File: src/rtl/ctrl_pkg.sv
// Shared widths, control-word field positions and stage record types for the control pipeline.
// Pure definitions: no latency, no flow control.
package ctrl_pkg;

    localparam int CTRL_W = 11;
    localparam int REG_W  = 5;

    localparam int CTRL_JUMP      = 10;
    localparam int CTRL_BRANCH    = 9;
    localparam int CTRL_MEMTOREG  = 8;
    localparam int CTRL_MEMWRITE  = 7;
    localparam int CTRL_MEMREAD   = 6;
    localparam int CTRL_ALUOP_MSB = 5;
    localparam int CTRL_ALUOP_LSB = 4;
    localparam int CTRL_ILLEGAL   = 3;
    localparam int CTRL_ALUSRC    = 2;
    localparam int CTRL_REGWRITE  = 1;
    localparam int CTRL_REGDST    = 0;

    localparam logic [CTRL_W-1:0] CTRL_BUBBLE = '0;

    typedef struct packed {
        logic              valid;
        logic [CTRL_W-1:0] ctrl;
        logic [REG_W-1:0]  wreg;
    } stage_t;

    // WB only ever needs the two write-back controls, so the rest of the word is not carried.
    typedef struct packed {
        logic             valid;
        logic             reg_write;
        logic             mem_to_reg;
        logic [REG_W-1:0] wreg;
    } wb_stage_t;

    typedef enum logic {
        EXC_IDLE    = 1'b0,
        EXC_PENDING = 1'b1
    } exc_state_t;

    localparam stage_t    STAGE_BUBBLE = '{valid: 1'b0, ctrl: CTRL_BUBBLE, wreg: '0};
    localparam wb_stage_t WB_BUBBLE    = '{valid: 1'b0, reg_write: 1'b0, mem_to_reg: 1'b0, wreg: '0};

    function automatic logic [REG_W-1:0] dest_reg(input logic [CTRL_W-1:0] ctrl,
                                                  input logic [REG_W-1:0]  rt,
                                                  input logic [REG_W-1:0]  rd);
        return ctrl[CTRL_REGDST] ? rd : rt;
    endfunction

    function automatic logic rt_used(input logic [CTRL_W-1:0] ctrl);
        return ctrl[CTRL_REGDST] | ctrl[CTRL_MEMWRITE] | ctrl[CTRL_BRANCH];
    endfunction

endpackage

File: src/rtl/ctrl_pipeline_hazard.sv
// Combinational hazard detection and prioritisation: freeze > exception > redirect > load-use.
// Zero latency; a low mem_ready freezes everything and suppresses all other actions.
module ctrl_pipeline_hazard
    import ctrl_pkg::*;
(
    input  logic             i_ex_valid,
    input  logic             i_ex_jump,
    input  logic             i_ex_branch,
    input  logic             i_ex_mem_read,
    input  logic             i_ex_illegal,
    input  logic [REG_W-1:0] i_ex_wreg,
    input  logic             i_id_valid,
    input  logic             i_id_rt_used,
    input  logic [REG_W-1:0] i_id_rs,
    input  logic [REG_W-1:0] i_id_rt,
    input  logic             i_ex_branch_taken,
    input  logic             i_mem_ready,
    input  logic             i_exc_pending,
    output logic             o_freeze,
    output logic             o_exc_fire,
    output logic             o_ex_bubble,
    output logic             o_mem_bubble,
    output logic             o_stall_if_id,
    output logic             o_flush_if_id
);

    logic w_load_use;
    logic w_redirect;
    logic w_exception;

    assign w_load_use = i_ex_valid && i_ex_mem_read && (i_ex_wreg != '0) && i_id_valid &&
                        ((i_ex_wreg == i_id_rs) || (i_id_rt_used && (i_ex_wreg == i_id_rt)));
    assign w_redirect  = i_ex_valid && (i_ex_jump || (i_ex_branch && i_ex_branch_taken));
    assign w_exception = i_ex_valid && i_ex_illegal;

    always_comb begin
        o_freeze      = 1'b0;
        o_exc_fire    = 1'b0;
        o_ex_bubble   = 1'b0;
        o_mem_bubble  = 1'b0;
        o_stall_if_id = 1'b0;
        o_flush_if_id = 1'b0;
        if (!i_mem_ready) begin
            o_freeze      = 1'b1;
            o_stall_if_id = 1'b1;
        end else if (w_exception) begin
            o_exc_fire    = 1'b1;
            o_mem_bubble  = 1'b1;
            o_ex_bubble   = 1'b1;
            o_flush_if_id = 1'b1;
        end else if (w_redirect || i_exc_pending) begin
            // A pending exception squashes every younger instruction until it is acknowledged.
            o_ex_bubble   = 1'b1;
            o_flush_if_id = 1'b1;
        end else if (w_load_use) begin
            o_ex_bubble   = 1'b1;
            o_stall_if_id = 1'b1;
        end
    end

endmodule

File: src/rtl/ctrl_pipeline.sv
// Carries the ID control word through EX/MEM/WB with valid bits and destination tags; 1/2/3 edges to ex_/mem_/wb_.
// No handshake: mem_ready low freezes every stage and the exception state; hazards stall or flush IF/ID.
module ctrl_pipeline
    import ctrl_pkg::*;
(
    input  logic              clk,
    input  logic              rst_n,
    input  logic              i_id_valid,
    input  logic [CTRL_W-1:0] i_id_ctrl,
    input  logic [REG_W-1:0]  i_id_rs,
    input  logic [REG_W-1:0]  i_id_rt,
    input  logic [REG_W-1:0]  i_id_rd,
    input  logic              i_ex_branch_taken,
    input  logic              i_mem_ready,
    input  logic              i_exc_ack,
    output logic              o_ex_valid,
    output logic              o_mem_valid,
    output logic              o_wb_valid,
    output logic [CTRL_W-1:0] o_ex_ctrl,
    output logic [CTRL_W-1:0] o_mem_ctrl,
    output logic [REG_W-1:0]  o_ex_wreg,
    output logic [REG_W-1:0]  o_mem_wreg,
    output logic [REG_W-1:0]  o_wb_wreg,
    output logic              o_wb_reg_write,
    output logic              o_wb_mem_to_reg,
    output logic              o_stall_if_id,
    output logic              o_flush_if_id,
    output logic              o_exc_pending
);

    stage_t     r_ex;
    stage_t     r_mem;
    wb_stage_t  r_wb;
    exc_state_t r_exc_state;

    stage_t     w_ex_next;
    stage_t     w_mem_next;
    wb_stage_t  w_wb_next;
    exc_state_t w_exc_state_next;

    logic w_freeze;
    logic w_exc_fire;
    logic w_ex_bubble;
    logic w_mem_bubble;
    logic w_stall;
    logic w_flush;
    logic w_exc_pending;

    assign w_exc_pending = (r_exc_state == EXC_PENDING);

    ctrl_pipeline_hazard u_hazard (
        .i_ex_valid        (r_ex.valid),
        .i_ex_jump         (r_ex.ctrl[CTRL_JUMP]),
        .i_ex_branch       (r_ex.ctrl[CTRL_BRANCH]),
        .i_ex_mem_read     (r_ex.ctrl[CTRL_MEMREAD]),
        .i_ex_illegal      (r_ex.ctrl[CTRL_ILLEGAL]),
        .i_ex_wreg         (r_ex.wreg),
        .i_id_valid        (i_id_valid),
        .i_id_rt_used      (rt_used(i_id_ctrl)),
        .i_id_rs           (i_id_rs),
        .i_id_rt           (i_id_rt),
        .i_ex_branch_taken (i_ex_branch_taken),
        .i_mem_ready       (i_mem_ready),
        .i_exc_pending     (w_exc_pending),
        .o_freeze          (w_freeze),
        .o_exc_fire        (w_exc_fire),
        .o_ex_bubble       (w_ex_bubble),
        .o_mem_bubble      (w_mem_bubble),
        .o_stall_if_id     (w_stall),
        .o_flush_if_id     (w_flush)
    );

    // An invalid ID slot enters EX as a full bubble so stale control bits never linger downstream.
    always_comb begin
        w_ex_next = STAGE_BUBBLE;
        if (i_id_valid && !w_ex_bubble) begin
            w_ex_next.valid = 1'b1;
            w_ex_next.ctrl  = i_id_ctrl;
            w_ex_next.wreg  = dest_reg(i_id_ctrl, i_id_rt, i_id_rd);
        end
    end

    always_comb begin
        w_mem_next = w_mem_bubble ? STAGE_BUBBLE : r_ex;
        w_wb_next  = WB_BUBBLE;
        w_wb_next.valid      = r_mem.valid;
        w_wb_next.reg_write  = r_mem.ctrl[CTRL_REGWRITE];
        w_wb_next.mem_to_reg = r_mem.ctrl[CTRL_MEMTOREG];
        w_wb_next.wreg       = r_mem.wreg;
    end

    always_ff @(posedge clk or negedge rst_n) begin
        if (!rst_n) begin
            r_ex  <= STAGE_BUBBLE;
            r_mem <= STAGE_BUBBLE;
            r_wb  <= WB_BUBBLE;
        end else if (!w_freeze) begin
            r_ex  <= w_ex_next;
            r_mem <= w_mem_next;
            r_wb  <= w_wb_next;
        end
    end

    always_ff @(posedge clk or negedge rst_n) begin
        if (!rst_n) begin
            r_exc_state <= EXC_IDLE;
        end else begin
            r_exc_state <= w_exc_state_next;
        end
    end

    // A new fault beats a simultaneous acknowledge; nothing moves while frozen.
    always_comb begin
        w_exc_state_next = r_exc_state;
        if (!w_freeze) begin
            case (r_exc_state)
                EXC_IDLE:    if (w_exc_fire) w_exc_state_next = EXC_PENDING;
                EXC_PENDING: if (!w_exc_fire && i_exc_ack) w_exc_state_next = EXC_IDLE;
                default:     w_exc_state_next = EXC_IDLE;
            endcase
        end
    end

    assign o_ex_valid      = r_ex.valid;
    assign o_ex_ctrl       = r_ex.ctrl;
    assign o_ex_wreg       = r_ex.wreg;
    assign o_mem_valid     = r_mem.valid;
    assign o_mem_ctrl      = r_mem.ctrl;
    assign o_mem_wreg      = r_mem.wreg;
    assign o_wb_valid      = r_wb.valid;
    assign o_wb_wreg       = r_wb.wreg;
    assign o_wb_reg_write  = r_wb.valid & r_wb.reg_write;
    assign o_wb_mem_to_reg = r_wb.valid & r_wb.mem_to_reg;
    assign o_exc_pending   = w_exc_pending;
    assign o_stall_if_id   = rst_n & w_stall;
    assign o_flush_if_id   = rst_n & w_flush;

endmodule

File: config.mk
export PLATFORM = sky130hd
export DESIGN_NAME = ctrl_pipeline
export DESIGN_NICKNAME = d
export VERILOG_FILES = /design/src/rtl/ctrl_pkg.sv /design/src/rtl/ctrl_pipeline_hazard.sv /design/src/rtl/ctrl_pipeline.sv
export SDC_FILE = /design/constraint.sdc
export NUM_CORES = 1
export LEC_CHECK = 0
export ABC_CLOCK_PERIOD_IN_PS = 4200
export BUFFER_PORTS_ARGS = -buffer_cell sky130_fd_sc_hd__buf_2
export CAP_MARGIN = 40
export CORE_AREA = 2 2 65 67
export CTS_BUF_LIST = sky130_fd_sc_hd__clkbuf_8
export CTS_CLUSTER_DIAMETER = 120
export DETAILED_ROUTE_END_ITERATION = 10
export DIE_AREA = 0 0 67 69
export PLACE_DENSITY_LB_ADDON = 0.15
export SYNTH_ARGS = -nofsm -noshare
export SYNTH_HDL_FRONTEND = slang
export SYNTH_SLANG_ARGS = --single-unit
export TNS_END_PERCENT = 5
File: constraint.sdc
create_clock -name clk -period 4.2 [get_ports clk]
set_clock_uncertainty 0.15 [all_clocks]
set_input_delay 0.42 -clock clk [delete_from_list [all_inputs] [get_ports clk]]
set_output_delay 0.42 -clock clk [all_outputs]
set_load 0.01 [all_outputs]
==> key figures <==
Logic synthesis
  – Mean Syn Cell Area: 11.4 sq um
  – Number of flops mapped to enable cells by yosys: 0
  – Post-synthesis simple-gate area fraction: 6.26%
  – Synth top area cells: dfrtp_1 52%, a22o_1 6.7%, a32oi_1 6.7%
  – Asr flop ratio synth: 100%
  – Compound-Gate Fraction of Synth Area: 23.0%
  – Syn nets: 215
  – Synth unique cells: 33
  – Mapped Cells: 183
  – Seq/Total Area, Yosys: 51.8%
  – Post-Synth Adder-Cell Area: 0%
  – Synth area leader: dfrtp_1
  – Post-synth top flop: dfrtp_1
  – Yosys warns: 0
  – Largest family of logic cells by synthesized area: compound AO/OA/AOI/OAI gates
  – Cell Area, Synth: 2080 sq um
  – Post-synthesis mux area share: 7.04%
  – Post-Synth XOR/XNOR Area: 4.21%
  – Post-synth top area share: 51.8%
  – Seq cells post-synth: 43

Floorplan
  – Die height: 69 um
  – Area of the core: 3910 sq um
  – # rows: 23
  – I/O pins: 77
  – DIE WIDTH: 67 um
  – Effective utilization at floorplan: 53.1%
  – Die ar.: 4620 sq um

Route
  – DR WL/cell: 16.4 um
  – Total number of vias: 1,710
  – Post-DR vias/cell: 5.76
  – Total Wirelength: 4870 um
  – DRT iter0 DRCs: 84
  – Routed Antenna Nets: 0
  – 1st-pass router iterations: 4
  – Drt drc: 0

Timing
  – Setup ws final: 1.34 ns
  – Final Critical Period: 2.86 ns
  – Final-report hold violation count: 0
  – Final Cycle Share: 68.1%
  – Final Max Tran Viols: 0
  – Worst slew pin tran: 0.581 ns
  – Sum of negative setup slack: 0 ns
  – Fmax: 0.350 GHz
  – Setup-failing EPs final: 0
  – Worst slew margin: 61.2%
  – RSZ-0062 raised after global routing: false

Final layout
  – Synth-to-layout area growth: 21.1%
  – Share of cells above drive strength 1: 41.7%
  – # nets final: 279
  – Fill count: 343
  – Inserted Diodes: 0

Clock network
  – CTS H-tree lvls: 2
  – Clk_lat worst skew: 0.28 ns
  – Bufs on Longest Clock Path: 2
  – CTS Sinks: 43
  – Post-CTS resize count: 0
  – Clk root buf: clkbuf_8
  – CTS tree: done
  – Num CTS Buffers: 5
  – Clock-pin slew on the worst setup and hold paths: 0.08 ns
  – Setup Buffers After CTS: 0
  – Cts-stage hold buffer count: 0

Setup path
  – CP max stage delay: 0.57 ns
  – CP top delay family: compound AO/OA/AOI/OAI gates
  – Type of element capturing the critical path: output port
  – Max stage delay cell, worst path: or4_4
  – CP Cell Sequence: or4_4 > o2111ai_4 > a2111oi_1 > a22o_1 > buf_2
  – Critical-path maximum fanout: 18
  – Crit path launch: o_ex_wreg[0]$_DFFE_PN0P_
  – Bufs and invs on worst path: 1
  – Worst EP arrival: 2.29 ns
  – Critical path launch point type: flop
  – CP Class: flop to output port
  – Critical path data required time: 3.63 ns
  – RR Startpoint: o_ex_wreg[0]$_DFFE_PN0P_

Job
  – Maxcap violations: 0

Global route
  – Initial antenna violation count: 0
  – Met2 track demand over resource: 31.8%
  – GR Layer Usage met1: 34.5%
  – GR Overflow Total: 0
  – First-pass GRT wire length: 8050 um
  – GRT busiest layer: met1
  – Met3 usage: 5.22%
  – Number of global-route vias before repair: 1,553
  – Largest net degree at the start of global routing: 47
  – All-Layer GR Usage: 22.2%

Worst hold path
  – HP Class: input port to asynchronous set/reset pin

Placed design
  – Input/output buffers: 76
  – Placer Congestion: 0.774
  – Place WS: 1.69 ns
  – Final HPWL DP: 3410 um

Power and ir drop
  – Worst vdd ir: 0.316 mV
  – Leak Pwr: 1.24 nW
  – PwrDens: 661 nW/um^2

Run status
  – Outcome: finished clean
[cell type report]
cell class | count | area, sq um | area share [%]
Sequential cell | 43 | 1080 | 42.7
Multi-Input combinational cell | 112 | 842 | 33.4
Timing Repair Buffer | 80 | 430 | 17.1
Clock buffer | 6 | 82.6 | 3.28
Tap cell | 50 | 62.6 | 2.49
Inverter | 5 | 18.8 | 0.746
Clock inverter | 1 | 5.00 | 0.199
[path summary, 6_finish.rpt]
| path | to | slack (ns) | cells past startpoint |
|---|---|---|---|
| hold / removal | o_wb_wreg[0]$_DFFE_PN0P_ | 0.06 | 2 |
| setup reg to reg | o_ex_ctrl[8]$_DFFE_PN0P_ | 2.16 | 4 |
| min in group clk | o_ex_ctrl[10]$_DFFE_PN0P_ | 0.22 | 3 |
| hold reg to reg | o_wb_wreg[2]$_DFFE_PN0P_ | 0.34 | 1 |
| max in group asynchronous | o_ex_ctrl[8]$_DFFE_PN0P_ | 3.46 | 2 |
| setup / recovery | o_stall_if_id | 1.34 | 5 |
[stage by stage]
stage          utilization [%]  std cells  cell area, sq um  total power, mW  hold WS, ns
6_report                  64.3        297              2520             1.67       0.0643
5_1_grt                   64.3        297              2520             1.77        0.108
4_1_cts                   64.3        297              2520             1.68       0.0729
3_5_place_dp              62.1        290              2430             1.41        0.324
3_3_place_gp              61.4        289              2400             1.39        0.312
2_1_floorplan                -        183              2080             1.17      -0.0256
[flip-flops by register name (all words and copies together) (netlist names)]
signal and flops:
o_ex_ctrl 11, o_mem_ctrl 11, o_ex_wreg 5, o_mem_wreg 5
o_wb_wreg 5, r_wb 2, o_ex_valid 1, o_exc_pending 1
o_mem_valid 1, o_wb_valid 1
[metal layers]
metal | part of all wire (%) | routed length [um]
met1 | 47 | 2290
met5 | 0 | 0
met4 | 0.59 | 29
met3 | 5.7 | 279
met2 | 47 | 2270
[logic make-up (layout without fill, tap and decap cells)]
family,count (synthesis),count (layout)
compound gates,60,60
xor+xnor,10,10
buf+inv,28,92
flops,43,43
mux,13,13
simple gates,29,29
[power breakdown]
group | internal, mW | leakage [nW] | switching [mW]
logic | 0.319 | 0.632 | 0.323
clock network | 0.129 | 0.0470 | 0.132
registers | 0.582 | 0.559 | 0.180
[cells in the final DEF (no fill, tap or decap), types with 2 or more instances in the layout]
cell | netlist | routed
buf_4 | 9 | 3
mux2_2 | 10 | 10
a32oi_1 | 16 | 16
o21ai_1 | 10 | 10
dfrtp_1 | 43 | 43
a22o_1 | 16 | 16
o21ai_0 | 6 | 6
o31ai_1 | 2 | 2
mux2_1 | 3 | 3
buf_2 | 8 | 76
nand2_1 | 21 | 21
inv_1 | 3 | 3
a21oi_1 | 2 | 2
xnor2_1 | 10 | 10
inv_2 | 2 | 2
and2_1 | 2 | 2
clkbuf_8 | 0 | 6
[Yosys cell counts, types with 2 or more instances]
master,count
o31ai_1,2
dfrtp_1,43
inv_2,2
o21ai_0,6
xnor2_1,10
mux2_2,10
inv_1,3
a22o_1,16
buf_2,8
a21oi_1,2
a32oi_1,16
clkbuf_1,4
nand2_1,21
mux2_1,3
and2_1,2
buf_4,9
o21ai_1,10
Power figures use the tool's default switching activity.
